--- src/rtl/gumnut_control_unit_if.sv ---
// Instruction, data-memory and I/O-port bus handshakes between the Gumnut
// control unit (master) and the memory/port fabric (slave).
interface gumnut_control_unit_if #(
   parameter int PC_W = 12
) ();
   logic            inst_cyc_o;
   logic            inst_stb_o;
   logic [PC_W-1:0] inst_adr_o;
   logic            inst_ack_i;

   logic            data_cyc_o;
   logic            data_stb_o;
   logic            data_we_o;
   logic            data_ack_i;

   logic            port_cyc_o;
   logic            port_stb_o;
   logic            port_we_o;
   logic            port_ack_i;

   modport master (
      output inst_cyc_o, inst_stb_o, inst_adr_o,
      output data_cyc_o, data_stb_o, data_we_o,
      output port_cyc_o, port_stb_o, port_we_o,
      input  inst_ack_i, data_ack_i, port_ack_i
   );

   modport slave (
      input  inst_cyc_o, inst_stb_o, inst_adr_o,
      input  data_cyc_o, data_stb_o, data_we_o,
      input  port_cyc_o, port_stb_o, port_we_o,
      output inst_ack_i, data_ack_i, port_ack_i
   );
endinterface

--- src/rtl/gumnut_control_unit.sv ---
// Gumnut sequencer: owns the PC and return stack, runs the bus handshakes and
// drives the datapath control strobes through FETCH/DECODE/EXECUTE/MEM/HALT.
module gumnut_control_unit #(
   parameter int RSTACK_DEPTH = 8,
   parameter int PC_W         = 12
) (
   input  logic                  clk_i,
   input  logic                  rst_i,
   gumnut_control_unit_if.master bus,
   input  logic [6:0]            op_e,
   input  logic [2:0]            func_e,
   input  logic [PC_W-1:0]       addr_e,
   input  logic [7:0]            disp_e,
   input  logic                  zero_e,
   input  logic                  carry_e,
   output logic                  RegWrt_c,
   output logic                  ClkEn_e,
   output logic [1:0]            RegMux_c,
   output logic                  op2_c,
   output logic                  halted_o
);
   localparam int SP_W = (RSTACK_DEPTH > 1) ? $clog2(RSTACK_DEPTH) : 1;

   typedef enum logic [2:0] {
      S_FETCH,
      S_DECODE,
      S_EXECUTE,
      S_MEM,
      S_HALT
   } state_t;

   state_t          r_state, w_state_next;
   logic            r_run;
   logic [PC_W-1:0] r_pc, w_pc_next;
   logic [SP_W-1:0] r_sp, w_sp_next, w_sp_dec;
   logic [PC_W-1:0] r_stack [RSTACK_DEPTH];
   logic [6:0]      r_class;
   logic [2:0]      r_func;
   logic            r_op2, r_z, r_c;

   logic            w_push, w_flag_upd, w_br_cond;
   logic            w_inst_act, w_mem_data, w_mem_port;
   logic            w_data_done, w_port_done;
   logic            w_class_ok, w_is_alu, w_op2_dec;
   logic [PC_W-1:0] w_disp_ext;

   // r_run keeps the fetch strobe low until the first clock after reset.
   assign w_inst_act  = r_run && (r_state == S_FETCH);
   assign w_mem_data  = (r_state == S_MEM) && !r_func[1];
   assign w_mem_port  = (r_state == S_MEM) &&  r_func[1];
   assign w_data_done = w_mem_data && bus.data_ack_i;
   assign w_port_done = w_mem_port && bus.port_ack_i;

   assign w_class_ok = (r_class != 7'd0) && ((r_class & (r_class - 7'd1)) == 7'd0);
   assign w_is_alu   = w_class_ok && (r_class[0] || r_class[1] || r_class[2]);
   assign w_op2_dec  = (op_e == 7'b0000010) || ((op_e == 7'b0000100) && func_e[2]);
   assign w_disp_ext = {{(PC_W-8){disp_e[7]}}, disp_e};
   assign w_sp_dec   = r_sp - SP_W'(1);

   always_comb begin
      w_br_cond = 1'b0;
      case (r_func[1:0])
         2'b00:   w_br_cond =  r_z;
         2'b01:   w_br_cond = !r_z;
         2'b10:   w_br_cond =  r_c;
         default: w_br_cond = !r_c;
      endcase
   end

   always_comb begin
      w_state_next = r_state;
      w_pc_next    = r_pc;
      w_sp_next    = r_sp;
      w_push       = 1'b0;
      w_flag_upd   = 1'b0;
      RegWrt_c     = 1'b0;
      ClkEn_e      = 1'b0;
      RegMux_c     = 2'b00;
      case (r_state)
         S_FETCH: begin
            if (w_inst_act && bus.inst_ack_i) begin
               w_pc_next    = r_pc + PC_W'(1);
               w_state_next = S_DECODE;
            end
         end
         S_DECODE: w_state_next = S_EXECUTE;
         S_EXECUTE: begin
            w_state_next = S_FETCH;
            if (w_is_alu) begin
               RegWrt_c   = 1'b1;
               ClkEn_e    = 1'b1;
               w_flag_upd = 1'b1;
            end else if (w_class_ok && r_class[4]) begin
               if (w_br_cond) w_pc_next = r_pc + w_disp_ext;
            end else if (w_class_ok && r_class[5]) begin
               w_pc_next = addr_e;
               if (r_func[0]) begin
                  w_push    = 1'b1;
                  w_sp_next = r_sp + SP_W'(1);
               end
            end else if (w_class_ok && r_class[6]) begin
               if (r_func == 3'b000) begin
                  w_pc_next = r_stack[w_sp_dec];
                  w_sp_next = w_sp_dec;
               end else if (r_func == 3'b001) begin
                  w_state_next = S_HALT;
               end
            end else if (w_class_ok && r_class[3]) begin
               w_state_next = S_MEM;
            end
         end
         S_MEM: begin
            // Writeback select is held for the whole access so it is stable at the ack.
            if (!r_func[0]) RegMux_c = r_func[1] ? 2'b10 : 2'b01;
            if (w_data_done || w_port_done) begin
               w_state_next = S_FETCH;
               if (!r_func[0]) begin
                  RegWrt_c = 1'b1;
                  ClkEn_e  = 1'b1;
               end
            end
         end
         S_HALT:  w_state_next = S_HALT;
         default: w_state_next = S_FETCH;
      endcase
   end

   always_ff @(posedge clk_i or negedge rst_i) begin
      if (!rst_i) begin
         r_state <= S_FETCH;
         r_run   <= 1'b0;
         r_pc    <= '0;
         r_sp    <= '0;
         r_class <= '0;
         r_func  <= '0;
         r_op2   <= 1'b0;
         r_z     <= 1'b0;
         r_c     <= 1'b0;
      end else begin
         r_state <= w_state_next;
         r_run   <= 1'b1;
         r_pc    <= w_pc_next;
         r_sp    <= w_sp_next;
         r_op2   <= (r_state == S_DECODE) ? w_op2_dec : 1'b0;
         if (r_state == S_DECODE) begin
            r_class <= op_e;
            r_func  <= func_e;
         end
         if (w_flag_upd) begin
            r_z <= zero_e;
            r_c <= carry_e;
         end
      end
   end

   // Return-stack contents need no reset; only the pointer defines validity.
   always_ff @(posedge clk_i) begin
      if (w_push) r_stack[r_sp] <= r_pc;
   end

   assign bus.inst_cyc_o = w_inst_act;
   assign bus.inst_stb_o = w_inst_act;
   assign bus.inst_adr_o = r_pc;
   assign bus.data_cyc_o = w_mem_data;
   assign bus.data_stb_o = w_mem_data;
   assign bus.data_we_o  = w_mem_data && r_func[0];
   assign bus.port_cyc_o = w_mem_port;
   assign bus.port_stb_o = w_mem_port;
   assign bus.port_we_o  = w_mem_port && r_func[0];
   assign op2_c          = r_op2;
   assign halted_o       = (r_state == S_HALT);
endmodule

--- src/flat_wrapper.sv ---
// flat-port wrapper written by rule: the top's interface ports become plain ports
module gumnut_control_unit_flat 
#(
   parameter int RSTACK_DEPTH = 8,
   parameter int PC_W         = 12
)
  (clk_i, rst_i, op_e, func_e, addr_e, disp_e, zero_e, carry_e, RegWrt_c, ClkEn_e, RegMux_c, op2_c, halted_o, bus_inst_cyc_o, bus_inst_stb_o, bus_inst_adr_o, bus_data_cyc_o, bus_data_stb_o, bus_data_we_o, bus_port_cyc_o, bus_port_stb_o, bus_port_we_o, bus_inst_ack_i, bus_data_ack_i, bus_port_ack_i);
  gumnut_control_unit_if #(.PC_W(PC_W)) bus_i ();
  input  logic clk_i;
  input  logic rst_i;
  input  logic [6:0] op_e;
  input  logic [2:0] func_e;
  input  logic [PC_W-1:0] addr_e;
  input  logic [7:0] disp_e;
  input  logic zero_e;
  input  logic carry_e;
  output logic RegWrt_c;
  output logic ClkEn_e;
  output logic [1:0] RegMux_c;
  output logic op2_c;
  output logic halted_o;
  output wire logic [$bits(bus_i.inst_cyc_o)-1:0] bus_inst_cyc_o;
  output wire logic [$bits(bus_i.inst_stb_o)-1:0] bus_inst_stb_o;
  output wire logic [$bits(bus_i.inst_adr_o)-1:0] bus_inst_adr_o;
  output wire logic [$bits(bus_i.data_cyc_o)-1:0] bus_data_cyc_o;
  output wire logic [$bits(bus_i.data_stb_o)-1:0] bus_data_stb_o;
  output wire logic [$bits(bus_i.data_we_o)-1:0] bus_data_we_o;
  output wire logic [$bits(bus_i.port_cyc_o)-1:0] bus_port_cyc_o;
  output wire logic [$bits(bus_i.port_stb_o)-1:0] bus_port_stb_o;
  output wire logic [$bits(bus_i.port_we_o)-1:0] bus_port_we_o;
  input wire logic [$bits(bus_i.inst_ack_i)-1:0] bus_inst_ack_i;
  input wire logic [$bits(bus_i.data_ack_i)-1:0] bus_data_ack_i;
  input wire logic [$bits(bus_i.port_ack_i)-1:0] bus_port_ack_i;
  assign bus_inst_cyc_o = bus_i.inst_cyc_o;
  assign bus_inst_stb_o = bus_i.inst_stb_o;
  assign bus_inst_adr_o = bus_i.inst_adr_o;
  assign bus_data_cyc_o = bus_i.data_cyc_o;
  assign bus_data_stb_o = bus_i.data_stb_o;
  assign bus_data_we_o = bus_i.data_we_o;
  assign bus_port_cyc_o = bus_i.port_cyc_o;
  assign bus_port_stb_o = bus_i.port_stb_o;
  assign bus_port_we_o = bus_i.port_we_o;
  assign bus_i.inst_ack_i = bus_inst_ack_i;
  assign bus_i.data_ack_i = bus_data_ack_i;
  assign bus_i.port_ack_i = bus_port_ack_i;
  gumnut_control_unit #(.RSTACK_DEPTH(RSTACK_DEPTH), .PC_W(PC_W)) u_core (.clk_i(clk_i), .rst_i(rst_i), .bus(bus_i), .op_e(op_e), .func_e(func_e), .addr_e(addr_e), .disp_e(disp_e), .zero_e(zero_e), .carry_e(carry_e), .RegWrt_c(RegWrt_c), .ClkEn_e(ClkEn_e), .RegMux_c(RegMux_c), .op2_c(op2_c), .halted_o(halted_o));
endmodule
--- config.mk ---
export PLATFORM = sky130hd
export DESIGN_NAME = gumnut_control_unit_flat
export DESIGN_NICKNAME = d
export VERILOG_FILES = /design/src/rtl/gumnut_control_unit_if.sv /design/src/rtl/gumnut_control_unit.sv /design/src/flat_wrapper.sv
export SDC_FILE = /design/constraint.sdc
export NUM_CORES = 1
export LEC_CHECK = 0
export ABC_AREA = 1
export CAP_MARGIN = 20
export CORE_UTILIZATION = 55
export CTS_CLUSTER_DIAMETER = 150
export DETAILED_ROUTE_END_ITERATION = 12
export GPL_TIMING_DRIVEN = 0
export PLACE_DENSITY_LB_ADDON = 0.05
export SLEW_MARGIN = 15
export SYNTH_ARGS = -nofsm -noshare
export SYNTH_HDL_FRONTEND = slang
export SYNTH_SLANG_ARGS = --single-unit
--- constraint.sdc ---
create_clock -name clk_i -period 5.4 [get_ports clk_i]
set_input_delay 1.08 -clock clk_i [delete_from_list [all_inputs] [get_ports clk_i]]
set_output_delay 1.08 -clock clk_i [all_outputs]
set_load 0.1 [all_outputs]
==> impl_metrics.py, run 1 <==
metrics = {
    "cts": {
        "clk_pin_slew_ns": 0.06,
        "cts_root_buf": "clkbuf_16",
        "insertion_delay_ns": 0.42,
        "cts_tree": "yes",
        "cts_buffers": 17,
        "cts_resized": 0,
        "htreeDepth": 4,
        "cts.path.max_buffers": 2,
        "clock-sinks": 128,
        "holdBufCountCts": 0,
        "cts_setup_buffers": 0,
    },
    "timing": {
        "fin_crit_ns": 4.209,
        "setup_tns_ns": 0,
        "skew_ns": 0.009237,
        "clock.fmax_mhz": 237.6,
        "max_slew_margin_pct": 34.10,
        "drv_slew": 0,
        "tightest_slew_ns": 0.9854,
        "finalHoldViolCount": 0,
        "finalSetupViolations": 0,
        "period_share_pct": 77.94,
        "grt_setup_unrepaired": "false",
    },
    "routing": {
        "drc_errors": 0,
        "drt-initial-drc-count": 483,
        "dr.pass1.iters": 5,
        "routed_wl_um": 16610,
        "wire_per_inst_um": 16.78,
        "via_per_inst": 5.529,
        "vias": 5474,
        "postRouteAntennaNets": 0,
    },
    "global_route": {
        "grt_use_total_pct": 28.09,
        "gr-usage-met1_pct": 36.29,
        "gr-usage-met2_pct": 47.04,
        "grt_max_degree": 33,
        "grt_pass1_wl_um": 26780,
        "grt_overflow_total": 0,
        "grt_pass1_vias": 5391,
        "grt.busiest_layer": "met2",
        "grtUsageMet3_pct": 4.914,
        "antenna_found_initial": 0,
    },
    "yosys": {
        "yosys_warnings": 0,
        "yosys_register_bits": 128,
        "ys.flop_type": "edfxtp_1",
        "netlist_area_um2": 6678,
        "synth_edf_count": 96,
        "yosysSeqAreaShare_pct": 55.16,
        "async_reset_ff_share_pct": 25.00,
        "synthDistinctLibCells": 39,
        "synth_fp_nets": 797,
        "syn_inst": 745,
        "syn_area_per_cell_um2": 8.963,
    },
    "die": {
        "die-width_um": 112.2,
        "coreArea_um2": 11610,
        "start_util_pct": 57.50,
        "die_area_um2": 12590,
        "fp.dieH_um": 112.2,
        "ios": 63,
        "row_count": 39,
    },
    "critical_path": {
        "critPathRequiredTime_ns": 4.32,
        "crit_chain": "clkdlybuf4s50_1, a22o_1, inv_1, o21ai_1, buf_4, clkdlybuf4s50_1",
        "cp_slowest_stage_delay_ns": 1.11,
        "start_kind": "input pin",
        "cp-end-kind": "output port",
        "worstPathMaxFanout": 2,
        "crit_arrival_ns": 3.13,
        "crit_top_cell": "clkdlybuf4s50_1",
        "slowest_stage": "clkdlybuf4s50_1",
        "path_class": "input pin to output port",
    },
    "layout": {
        "nets": 886,
        "num_antenna_cells": 0,
        "final_cell_area_um2": 8122,
        "syn_to_final_growth_pct": 21.62,
        "postLayoutCoreUtil_pct": 69.93,
        "drive_above_1_share_pct": 9.091,
    },
    "power": {
        "power_density_nw_per_um2": 619.6,
        "leakagePower_uw": 0.003490,
        "power_uw": 5033,
        "peakVddDrop_uv": 426.2,
    },
    "placement": {
        "portBuffers": 62,
        "place_hpwl_um": 12000,
        "dpl-instance-area_um2": 7590,
        "globalplace.congestion": 0.8712,
    },
    "flow_run": {
        "drv_cap": 0,
    },
    "worst_hold_path": {
        "worstHoldPathType": "flop to flop",
    },
    "outcome": {
        "outcome": "finished clean",
    },
}
## per-stage QoR
step | hold WS [ns] | setup WS [ns] | cells
2_1_floorplan | 0.4492 | 0.5070 | 745
3_3_place_gp | 0.4709 | 1.199 | 950
3_5_place_dp | 0.4655 | 1.187 | 958
4_1_cts | 0.4900 | 1.185 | 990
5_1_grt | 0.5146 | 1.053 | 990
6_report | 0.4860 | 1.191 | 990
## where the power goes
part / leakage, uW / total, uW / internal (uW) / switching, uW
sequential: 0.00128 / 1460 / 1250 / 218
combinational: 0.00196 / 2550 / 761 / 1780
clock: 0.000250 / 1020 / 623 / 401
## flip-flops by register name, summed over array words and instances, names as in the netlist
| register | count |
|---|---|
| u_core.r_run | 1 |
| u_core.r_stack | 96 |
| u_core.r_sp | 3 |
| u_core.op2_c | 1 |
| u_core.r_c | 1 |
| u_core.r_func | 3 |
| u_core.bus.inst_adr_o | 12 |
| u_core.r_class | 7 |
| u_core.r_z | 1 |
| u_core.r_state | 3 |
## final timing paths
check	start	end	cells after the start	slack, ns
min in group asynchronous	rst_i	u_core.bus.inst_adr_o[2]	1	0.71
min	u_core.r_z	u_core.r_z	2	0.49
max reg2reg	u_core.r_sp[0]	u_core.bus.inst_adr_o[7]	14	2.12
max in group asynchronous	rst_i	u_core.r_state[1]	1	4.21
min reg2reg	u_core.r_z	u_core.r_z	2	0.49
max	bus_data_ack_i	RegWrt_c	6	1.19
## logic make-up after synthesis
group           count (synthesis)  synth area share, %
simple gates                  400                25.93
flops                         128                55.16
buf+inv                       102                6.502
compound gates                 80                6.933
xor+xnor                       19                2.492
fa+ha+maj                      15                2.923
other cells                     1              0.05616
## metal layers
metal	share of wire, %	wire (um)
met1	42	7016
met4	2.1	356
met3	6.6	1094
met5	0	0
met2	49	8143
## worst max-delay path, delay by kind of cell
family                 cells  cell delay, ns
AOI/OAI and AO/OA          2            0.28
buffers and inverters      4            1.76
## cell type report
class / instances / area [um^2]
multi-input combinational: 515 / 2603
buffer: 32 / 171.4
sequential: 128 / 3684
timing repair buffer: 70 / 690.7
clock buffer: 20 / 436.7
tap: 143 / 178.9
inverter: 70 / 262.8
clock inverter: 12 / 95.09
fill: 932 / 3492
## synth_stat cells, drive strengths merged, types with 2 or more instances
| cell type | count | area share, % |
|---|---|---|
| nand2 | 225 | 13 |
| edfxtp | 96 | 43 |
| nand3 | 80 | 6.3 |
| inv | 68 | 3.8 |
| nor2 | 66 | 4.0 |
| o21ai | 47 | 3.5 |
| dfrtp | 32 | 12 |
| buf | 16 | 1.7 |
| clkbuf | 16 | 0.90 |
| nand4 | 15 | 1.4 |
| ha | 14 | 2.6 |
| xor2 | 13 | 1.7 |
| nor3 | 11 | 1.2 |
| a21oi | 10 | 0.75 |
| o211ai | 7 | 0.79 |
| xnor2 | 6 | 0.79 |
| o221ai | 4 | 0.52 |
| a21o | 3 | 0.34 |
| a31oi | 3 | 0.28 |
| clkinv | 2 | 0.11 |
## placed cells by master (no fill, tap or decap), types with 10 or more instances in the layout
master	n
nand4_1	15
clkbuf_1	19
clkbuf_16	17
nor2_1	62
a21oi_1	10
nand3_1	76
dfrtp_1	32
nand2_1	223
o21ai_0	40
clkdlybuf4s50_1	61
inv_1	63
edfxtp_1	96
ha_1	14
xor2_1	13
(Power assumes the default switching activity.)
==> run 2, diff against run 1 <==
==> constraint.sdc (replaced) <==
create_clock -name clk_i -period 4 [get_ports clk_i]
set_input_delay 0.8 -clock clk_i [delete_from_list [all_inputs] [get_ports clk_i]]
set_output_delay 0.8 -clock clk_i [all_outputs]
set_load 0.1 [all_outputs]
==> impl_metrics.py, run 2 (same netlist as run 1, synthesis figures left out) <==
metrics = {
    "routing": {
        "vias": 5576,
        "routed_wl_um": 17040,
        "postRouteAntennaNets": 0,
        "via_per_inst": 5.627,
        "drt-initial-drc-count": 496,
        "drc_errors": 0,
        "wire_per_inst_um": 17.20,
        "dr.pass1.iters": 5,
    },
    "power": {
        "power_density_nw_per_um2": 859.3,
        "leakagePower_uw": 0.003580,
        "peakVddDrop_uv": 527.5,
    },
    "cts": {
        "clk_pin_slew_ns": 0.06,
        "cts_root_buf": "clkbuf_16",
        "cts.path.max_buffers": 2,
        "cts_buffers": 17,
        "clock-sinks": 128,
        "insertion_delay_ns": 0.42,
        "htreeDepth": 4,
        "holdBufCountCts": 0,
        "cts_tree": "yes",
    },
    "die": {
        "row_count": 39,
        "ios": 63,
        "coreArea_um2": 11610,
        "fp.dieH_um": 112.2,
        "die-width_um": 112.2,
        "die_area_um2": 12590,
        "start_util_pct": 57.50,
    },
    "global_route": {
        "grt_use_total_pct": 29.22,
        "grt_max_degree": 27,
        "antenna_found_initial": 0,
        "grt_overflow_total": 0,
        "grt_pass1_wl_um": 27920,
        "grt_pass1_vias": 5624,
    },
    "critical_path": {
        "start_kind": "flop",
        "r2r_cells": 14,
        "cp-end-kind": "output port",
        "path_class": "flop to output port",
        "crit_chain": "nor3_1, inv_1, nor2_4, a22o_1, inv_1, o21ai_2, clkdlybuf4s50_1",
        "critPathRequiredTime_ns": 3.20,
        "crit_top_cell": "inv_1",
        "cp_top_family": "buffers and inverters",
        "rr_startpoint": "u_core.r_sp[0]",
        "cp_slowest_stage_delay_ns": 1.15,
        "worstReg2RegEnd": "u_core.bus.inst_adr_o[7]",
        "crit_arrival_ns": 2.96,
        "rrSetupSlack_ns": 0.71,
        "worstPathMaxFanout": 5,
        "path_buf_inv": 3,
        "slowest_stage": "clkdlybuf4s50_1",
    },
    "layout": {
        "most-common-layout-cells": "223 x nand2_1, 96 x edfxtp_1, 76 x nand3_1",
        "drive_above_1_share_pct": 9.788,
        "top_register": "u_core.r_stack",
        "nets": 887,
        "final_cell_area_um2": 8272,
        "largest_reg_flops": 96,
        "fill_cells": 881,
        "postLayoutCoreUtil_pct": 71.22,
        "syn_to_final_growth_pct": 23.87,
        "final_common_cell": "nand2_1",
        "num_antenna_cells": 0,
    },
    "timing": {
        "finalSetupViolations": 0,
        "fin_crit_ns": 3.764,
        "tightest_slew_ns": 1.004,
        "drv_slew": 0,
        "skew_ns": 0.01116,
        "max_slew_margin_pct": 32.85,
        "setup_tns_ns": 0,
        "grt_setup_unrepaired": "false",
        "finalHoldViolCount": 0,
        "period_share_pct": 94.11,
        "clock.fmax_mhz": 265.7,
    },
    "placement": {
        "place_hpwl_um": 11890,
        "dpl-instance-area_um2": 7626,
        "portBuffers": 62,
        "globalplace.congestion": 0.8883,
    },
    "worst_hold_path": {
        "worstHoldPathType": "input pin to async pin",
    },
    "flow_run": {
        "drv_cap": 0,
    },
    "outcome": {
        "outcome": "finished clean",
    },
}
run 2: metrics by stage:
stage,worst slack [ns],total power (uW),instances,hold slack [ns]
3_3_place_gp,0.3247,5323,950,0.4716
2_1_floorplan,0.1843,4405,745,0.4492
3_5_place_dp,0.3742,5401,959,0.4682
4_1_cts,0.1160,7093,991,0.2453
5_1_grt,0.06425,7575,991,0.2346
6_report,0.2357,7108,991,0.2405
run 2: layer usage:
layer	track usage (%)	vias to the layer above	wire length [um]
met3	4.590	28	973
met5	0	-	0
li1	-	2688	-
met1	37.39	2668	7227
met2	50.23	192	8535
met4	11.29	0	306
run 2: what timing repair did:
item	in CTS	in global routing
buffers inserted	0	0
setup endpoints to repair	0	1
gates resized for setup	0	1
run 2: layout make-up:
class                   instances  area, um^2  area share [%]
multi-input cells             515        2611           31.57
clock inverters                14       214.0           2.587
plain buffers                  32       171.4           2.072
well taps                     143       178.9           2.163
flip-flops and latches        128        3684           44.53
repair buffers                 71       720.7           8.713
inverters                      70       262.8           3.177
clock buffers                  18       429.2           5.188
run 2: worst max path at each step:
stage | from | end | cells past startpoint
final | u_core.r_state[2] | ClkEn_e | 7
after global routing | u_core.r_state[0] | ClkEn_e | 8
after CTS | u_core.r_state[2] | RegWrt_c | 8
after detailed placement | bus_data_ack_i | RegWrt_c | 6
after global placement | u_core.r_class[1] | u_core.r_stack[6][3] | 11
after floorplan | u_core.r_state[2] | RegWrt_c | 7
run 2: where the power goes:
part           internal [uW]  switching, uW
Combinational           1030           2430
Clock                   1100            564
Sequential              1680            297
run 2: worst reg2reg max path, stage by stage (launching register included):
cell      delay [ns]
dfrtp_1         0.35
clkbuf_1        0.20
clkinv_1        0.21
clkbuf_1        0.32
ha_1            0.43
clkinv_1        0.25
clkbuf_1        0.53
o21ai_0         0.19
o221ai_1        0.19
nand2_1         0.12
nand2_1         0.10
nand3_1         0.07
nand2_1         0.08
nand2_1         0.05
o21ai_1         0.12
